--- config.mk ---
export PLATFORM = sky130hd
export DESIGN_NAME = grf_mp
export DESIGN_NICKNAME = d
export VERILOG_FILES = /design/src/rtl/grf_mp.sv
export SDC_FILE = /design/constraint.sdc
export NUM_CORES = 2
export LEC_CHECK = 0
export CAP_MARGIN = 20
export CORE_AREA = 2 2 460 462
export CTS_BUF_LIST = sky130_fd_sc_hd__clkbuf_4
export DETAILED_ROUTE_END_ITERATION = 6
export DIE_AREA = 0 0 462 464
export PLACE_DENSITY_LB_ADDON = 0.1
export SETUP_SLACK_MARGIN = 0.15
export SLEW_MARGIN = 20
export SYNTH_ARGS = -nofsm -noshare
export SYNTH_HDL_FRONTEND = slang
export SYNTH_SLANG_ARGS = --single-unit
export TNS_END_PERCENT = 5
--- constraint.sdc ---
create_clock -name clk -period 5.39 [get_ports clk]
set_input_delay 0.8085 -clock clk [delete_from_list [all_inputs] [get_ports clk]]
set_output_delay 0.8085 -clock clk [all_outputs]
set_load 0.01 [all_outputs]
--- src/rtl/grf_mp.sv ---
// Multi-port general register file: two combinational reads, two prioritised
// writes, optional zero register and bypass, plus a valid/ready dump engine.
module grf_mp #(
    parameter int DATA_W   = 32,
    parameter int ADDR_W   = 5,
    parameter int ZERO_REG = 1,
    parameter int BYPASS   = 1
) (
    input  logic              clk,
    input  logic              reset,
    input  logic [ADDR_W-1:0] ra1,
    input  logic [ADDR_W-1:0] ra2,
    output logic [DATA_W-1:0] rd1,
    output logic [DATA_W-1:0] rd2,
    input  logic              we0,
    input  logic              we1,
    input  logic [ADDR_W-1:0] wa0,
    input  logic [ADDR_W-1:0] wa1,
    input  logic [DATA_W-1:0] wd0,
    input  logic [DATA_W-1:0] wd1,
    input  logic              dump_start,
    output logic              dump_valid,
    input  logic              dump_ready,
    output logic [ADDR_W-1:0] dump_addr,
    output logic [DATA_W-1:0] dump_data,
    output logic              dump_busy,
    output logic              dump_done
);

    localparam int DEPTH = 1 << ADDR_W;

    typedef enum logic [1:0] {
        IDLE,
        SCAN,
        DONE
    } state_e;

    logic [DATA_W-1:0] regs_q [DEPTH];
    state_e            state_q, state_d;
    logic [ADDR_W-1:0] cnt_q, cnt_d;

    logic              wr0_en, wr1_en;
    logic [ADDR_W-1:0] ra   [2];
    logic [DATA_W-1:0] rd   [2];

    assign wr0_en = we0 && !((ZERO_REG != 0) && (wa0 == '0));
    assign wr1_en = we1 && !((ZERO_REG != 0) && (wa1 == '0));

    // Port 1 is applied last so it wins a same-address conflict.
    always_ff @(posedge clk or negedge reset) begin
        if (!reset) begin
            for (int i = 0; i < DEPTH; i++) begin
                regs_q[i] <= '0;
            end
        end else begin
            if (wr0_en) regs_q[wa0] <= wd0;
            if (wr1_en) regs_q[wa1] <= wd1;
        end
    end

    assign ra[0] = ra1;
    assign ra[1] = ra2;

    always_comb begin
        for (int p = 0; p < 2; p++) begin
            rd[p] = regs_q[ra[p]];
            if ((ZERO_REG != 0) && (ra[p] == '0)) begin
                rd[p] = '0;
            end else if (BYPASS != 0) begin
                if (we1 && (wa1 == ra[p])) begin
                    rd[p] = wd1;
                end else if (we0 && (wa0 == ra[p])) begin
                    rd[p] = wd0;
                end
            end
        end
    end

    assign rd1 = rd[0];
    assign rd2 = rd[1];

    always_ff @(posedge clk or negedge reset) begin
        if (!reset) begin
            state_q <= IDLE;
            cnt_q   <= '0;
        end else begin
            state_q <= state_d;
            cnt_q   <= cnt_d;
        end
    end

    always_comb begin
        state_d    = state_q;
        cnt_d      = cnt_q;
        dump_valid = 1'b0;
        dump_done  = 1'b0;
        unique case (state_q)
            IDLE: begin
                if (dump_start) begin
                    state_d = SCAN;
                    cnt_d   = '0;
                end
            end
            SCAN: begin
                dump_valid = 1'b1;
                if (dump_ready) begin
                    if (cnt_q == '1) begin
                        state_d = DONE;
                    end else begin
                        cnt_d = cnt_q + 1'b1;
                    end
                end
            end
            DONE: begin
                dump_done = 1'b1;
                cnt_d     = '0;
                state_d   = IDLE;
            end
            default: begin
                state_d = IDLE;
                cnt_d   = '0;
            end
        endcase
    end

    assign dump_busy = (state_q != IDLE);
    assign dump_addr = cnt_q;
    assign dump_data = ((ZERO_REG != 0) && (cnt_q == '0)) ? '0 : regs_q[cnt_q];

endmodule

==> metrics.cfg <==
[global_routing]
grt-ovfl-total = 0
grt_pass1_vias = 61500
grt_first_pass_wirelength_microns = 526000
grt_max_degree = 135
met1_usage_pct = 47.1
grt_util_met3_pct = 10.8
top_usage_layer = met2
globalRouteTotalUtil_pct = 35.4
use_met2_pct = 51.7
antenna_found_initial = 27

[floorplan]
die_area_sq_mm = 0.214
chipHeight_microns = 464
rows = 168
num_io_pins = 194
start_util_pct = 34.9
core_sq_mm = 0.209
dieWidth_microns = 462

[place]
io_buffer_count = 193
dp.cells = 9228
place_congestion = 0.913
dp_hpwl_microns = 235000

[drt]
via_per_inst = 6.53
wire_per_inst_microns = 39.2
first_pass_iters = 6
drc = 0
ant_nets = 0
drt_iter0_drc = 9143
wl_microns = 385000
vias = 64200

[critical_path]
critical_path_arrival_ns = 4.60
timing.critical_path.to = rd1[22]
worstReg2RegStart = dump_addr[0]$_DFFE_PN0P_
r2r-end = dump_addr[2]$_DFFE_PN0P_
critPathLaunchType = input pin
crit_path_end_kind = output pin
worstPathRequired_ns = 4.58
critPathLaunch = wa1[0]
r2r.worst_path.cells = 10
r2r_slack_ns = 2.79
path_max_fanout = 16
critical_path_class = in2out

[clock_network]
cts_buffers = 339
clk_pin_slew_ns = 0.07
cts_tree = yes
clock_latency_ns = 1.41
cts_root_buf = clkbuf_4
cts_num_sinks = 1031
clock_path_buffers = 4
htree_levels = 5

[synthesis]
yosysTopAreaCell = dfrtp_1
ys_seq_elements = 1031
synth_area_leaders = dfrtp_1 35%, mux4_2 22%, mux2i_1 15%
synth_flop_cell = dfrtp_1
syn-num-nets = 6849
synth-edff-count = 0
yosysMostFrequentCell = mux2i_1
ys_async_sr_fraction_pct = 100
syn_avg_cell_area_sq_um = 10.8
synth_cell_types = 63
ys.warnings.count = 0
synthDominantCellAreaShare_pct = 35.4
synth_commonest_cells = 1118 x mux2i_1, 1031 x dfrtp_1, 709 x mux4_2, 682 x nor2_1, 669 x a21oi_1
syn_area_sq_mm = 0.0729
yosysSeqAreaShare_pct = 35.4
synth_cells = 6756

[min_path]
hold_class = in2async

[timing]
skew_ns = 0.0101
finalCritPeriodShare_pct = 100
holdWs_ns = 0.193
min_period_ns = 5.41
max_freq_mhz = 185
hold_viol = 0
final.setup.worst_slack_ns = -0.0219
slew_violations = 0
rsz0062_at_grt = yes
max_slew.worst_pin.slew_ns = 1.23
max_slew_margin_pct = 17.9
finalSetupViolCount = 1
fin_setup_tns_ns = -0.0219

[layout]
syn_to_final_growth_pct = 14.4
layoutNonFillerInstCount = 9821
fin_nets = 6887
drive_gt1_share_pct = 25.7

[power]
power.total_w = 0.0361
p_leak_nw = 34.4
power.density_mw_per_mm2 = 433
max-vdd-ir-drop_uv = 373

[run_status]
violations = setup timing
status = complete, but fails checks

[job]
cap_violations = 0

critical path: stages:
cell and delay (ns):
clkdlybuf4s50_1 0.72, buf_4 0.27, xnor2_1 0.10, nand4_1 0.18, o21ai_4 0.22, buf_4 0.34
nor4_1 0.93, a221o_1 0.42, clkdlybuf4s50_1 0.60
power by group:
part,internal [W],total [W],switching (W),leakage (nW)
Sequential,0.00977,0.0121,0.00237,12.5
Combinational,0.00812,0.0159,0.00778,19.5
Clock,0.00403,0.00808,0.00405,2.33
Total,0.0219,0.0361,0.0142,34.4
area by class of cell:
cell class	count	area [sq um]
fill	20300	126000
inverter	37	139
multi-input combinational	4774	43700
tap	2805	3510
sequential	1031	25800
antenna	15	37.5
timing repair buffer	611	6360
clock inverter	69	267
clock buffer	479	3600
sequential cells by signal, summed over array words and instances (netlist names):
signal and cells:
regs_q 1024, dump_addr 5, state_q 2
stage by stage:
step	setup WS, ns	util (%)	instance area [sq um]
6_report	-0.0219	39.9	83400
5_1_grt	0.0107	39.9	83400
4_1_cts	0.0511	39.9	83400
3_5_place_dp	0.167	37.7	78900
3_3_place_gp	-0.245	37.7	78900
2_1_floorplan	1.91	-	72900
layout by cell type, fill, tap and decap left out, types with 33 or more instances in the layout:
cell,synthesis,routed
mux2_2,71,71
a22o_1,51,51
a22oi_1,34,34
clkbuf_4,0,479
buf_12,0,80
buf_4,27,321
a221o_1,63,63
a21oi_1,669,668
dfrtp_1,1031,1026
o221ai_1,62,62
clkdlybuf4s50_1,0,167
o22ai_1,33,33
mux4_2,709,709
inv_1,36,36
mux2i_1,1118,1118
clkinv_1,1,61
a211oi_1,83,81
nand2_1,462,435
a32oi_1,98,98
nor2_1,682,660
o21ai_0,380,369
per-layer routing:
metal  up-vias  routed length [microns]
met5         -                       90
met4        14                    22000
met3      1007                    43100
met2      4286                   167000
met1     33100                   152000
li1      25800                        -
cell families (layout without fill, tap and decap cells):
group | after synthesis | in the layout | share of synthesized area (%)
mux | 1898 | 1898 | 38.3
compound gates | 1568 | 1568 | 13.3
simple gates | 1285 | 1285 | 7.20
flops | 1031 | 1031 | 35.4
buf+inv | 951 | 1196 | 5.54
xor+xnor | 20 | 20 | 0.240
fa+ha+maj | 3 | 3 | 0.0515
other cells | 0 | 15 | 0
repair_timing:
action | 4_1_cts | 5_1_grt
setup buffers | 20 | 0
gates cloned | 5 | 0
hold buffers | 4 | 0
hold endpoints to repair | 698 | 0
endpoints found under the setup margin | 32 | 18
gates resized for setup | 76 | 1
worst min-delay path by stage:
stage,start,endpoint,slack [ns],cells past startpoint
3_5_place_dp,regs_q[1005]$_DFF_PN0_,regs_q[1005]$_DFF_PN0_,0.40,0
3_3_place_gp,regs_q[1006]$_DFF_PN0_,regs_q[1006]$_DFF_PN0_,0.39,0
6_report,reset,regs_q[32]$_DFF_PN0_,0.19,3
5_1_grt,reset,regs_q[728]$_DFF_PN0_,0.18,3
4_1_cts,dump_start,dump_addr[3]$_DFFE_PN0P_,0.09,4
2_1_floorplan,regs_q[1000]$_DFF_PN0_,regs_q[1000]$_DFF_PN0_,0.46,1
(Power assumes the default switching activity.)
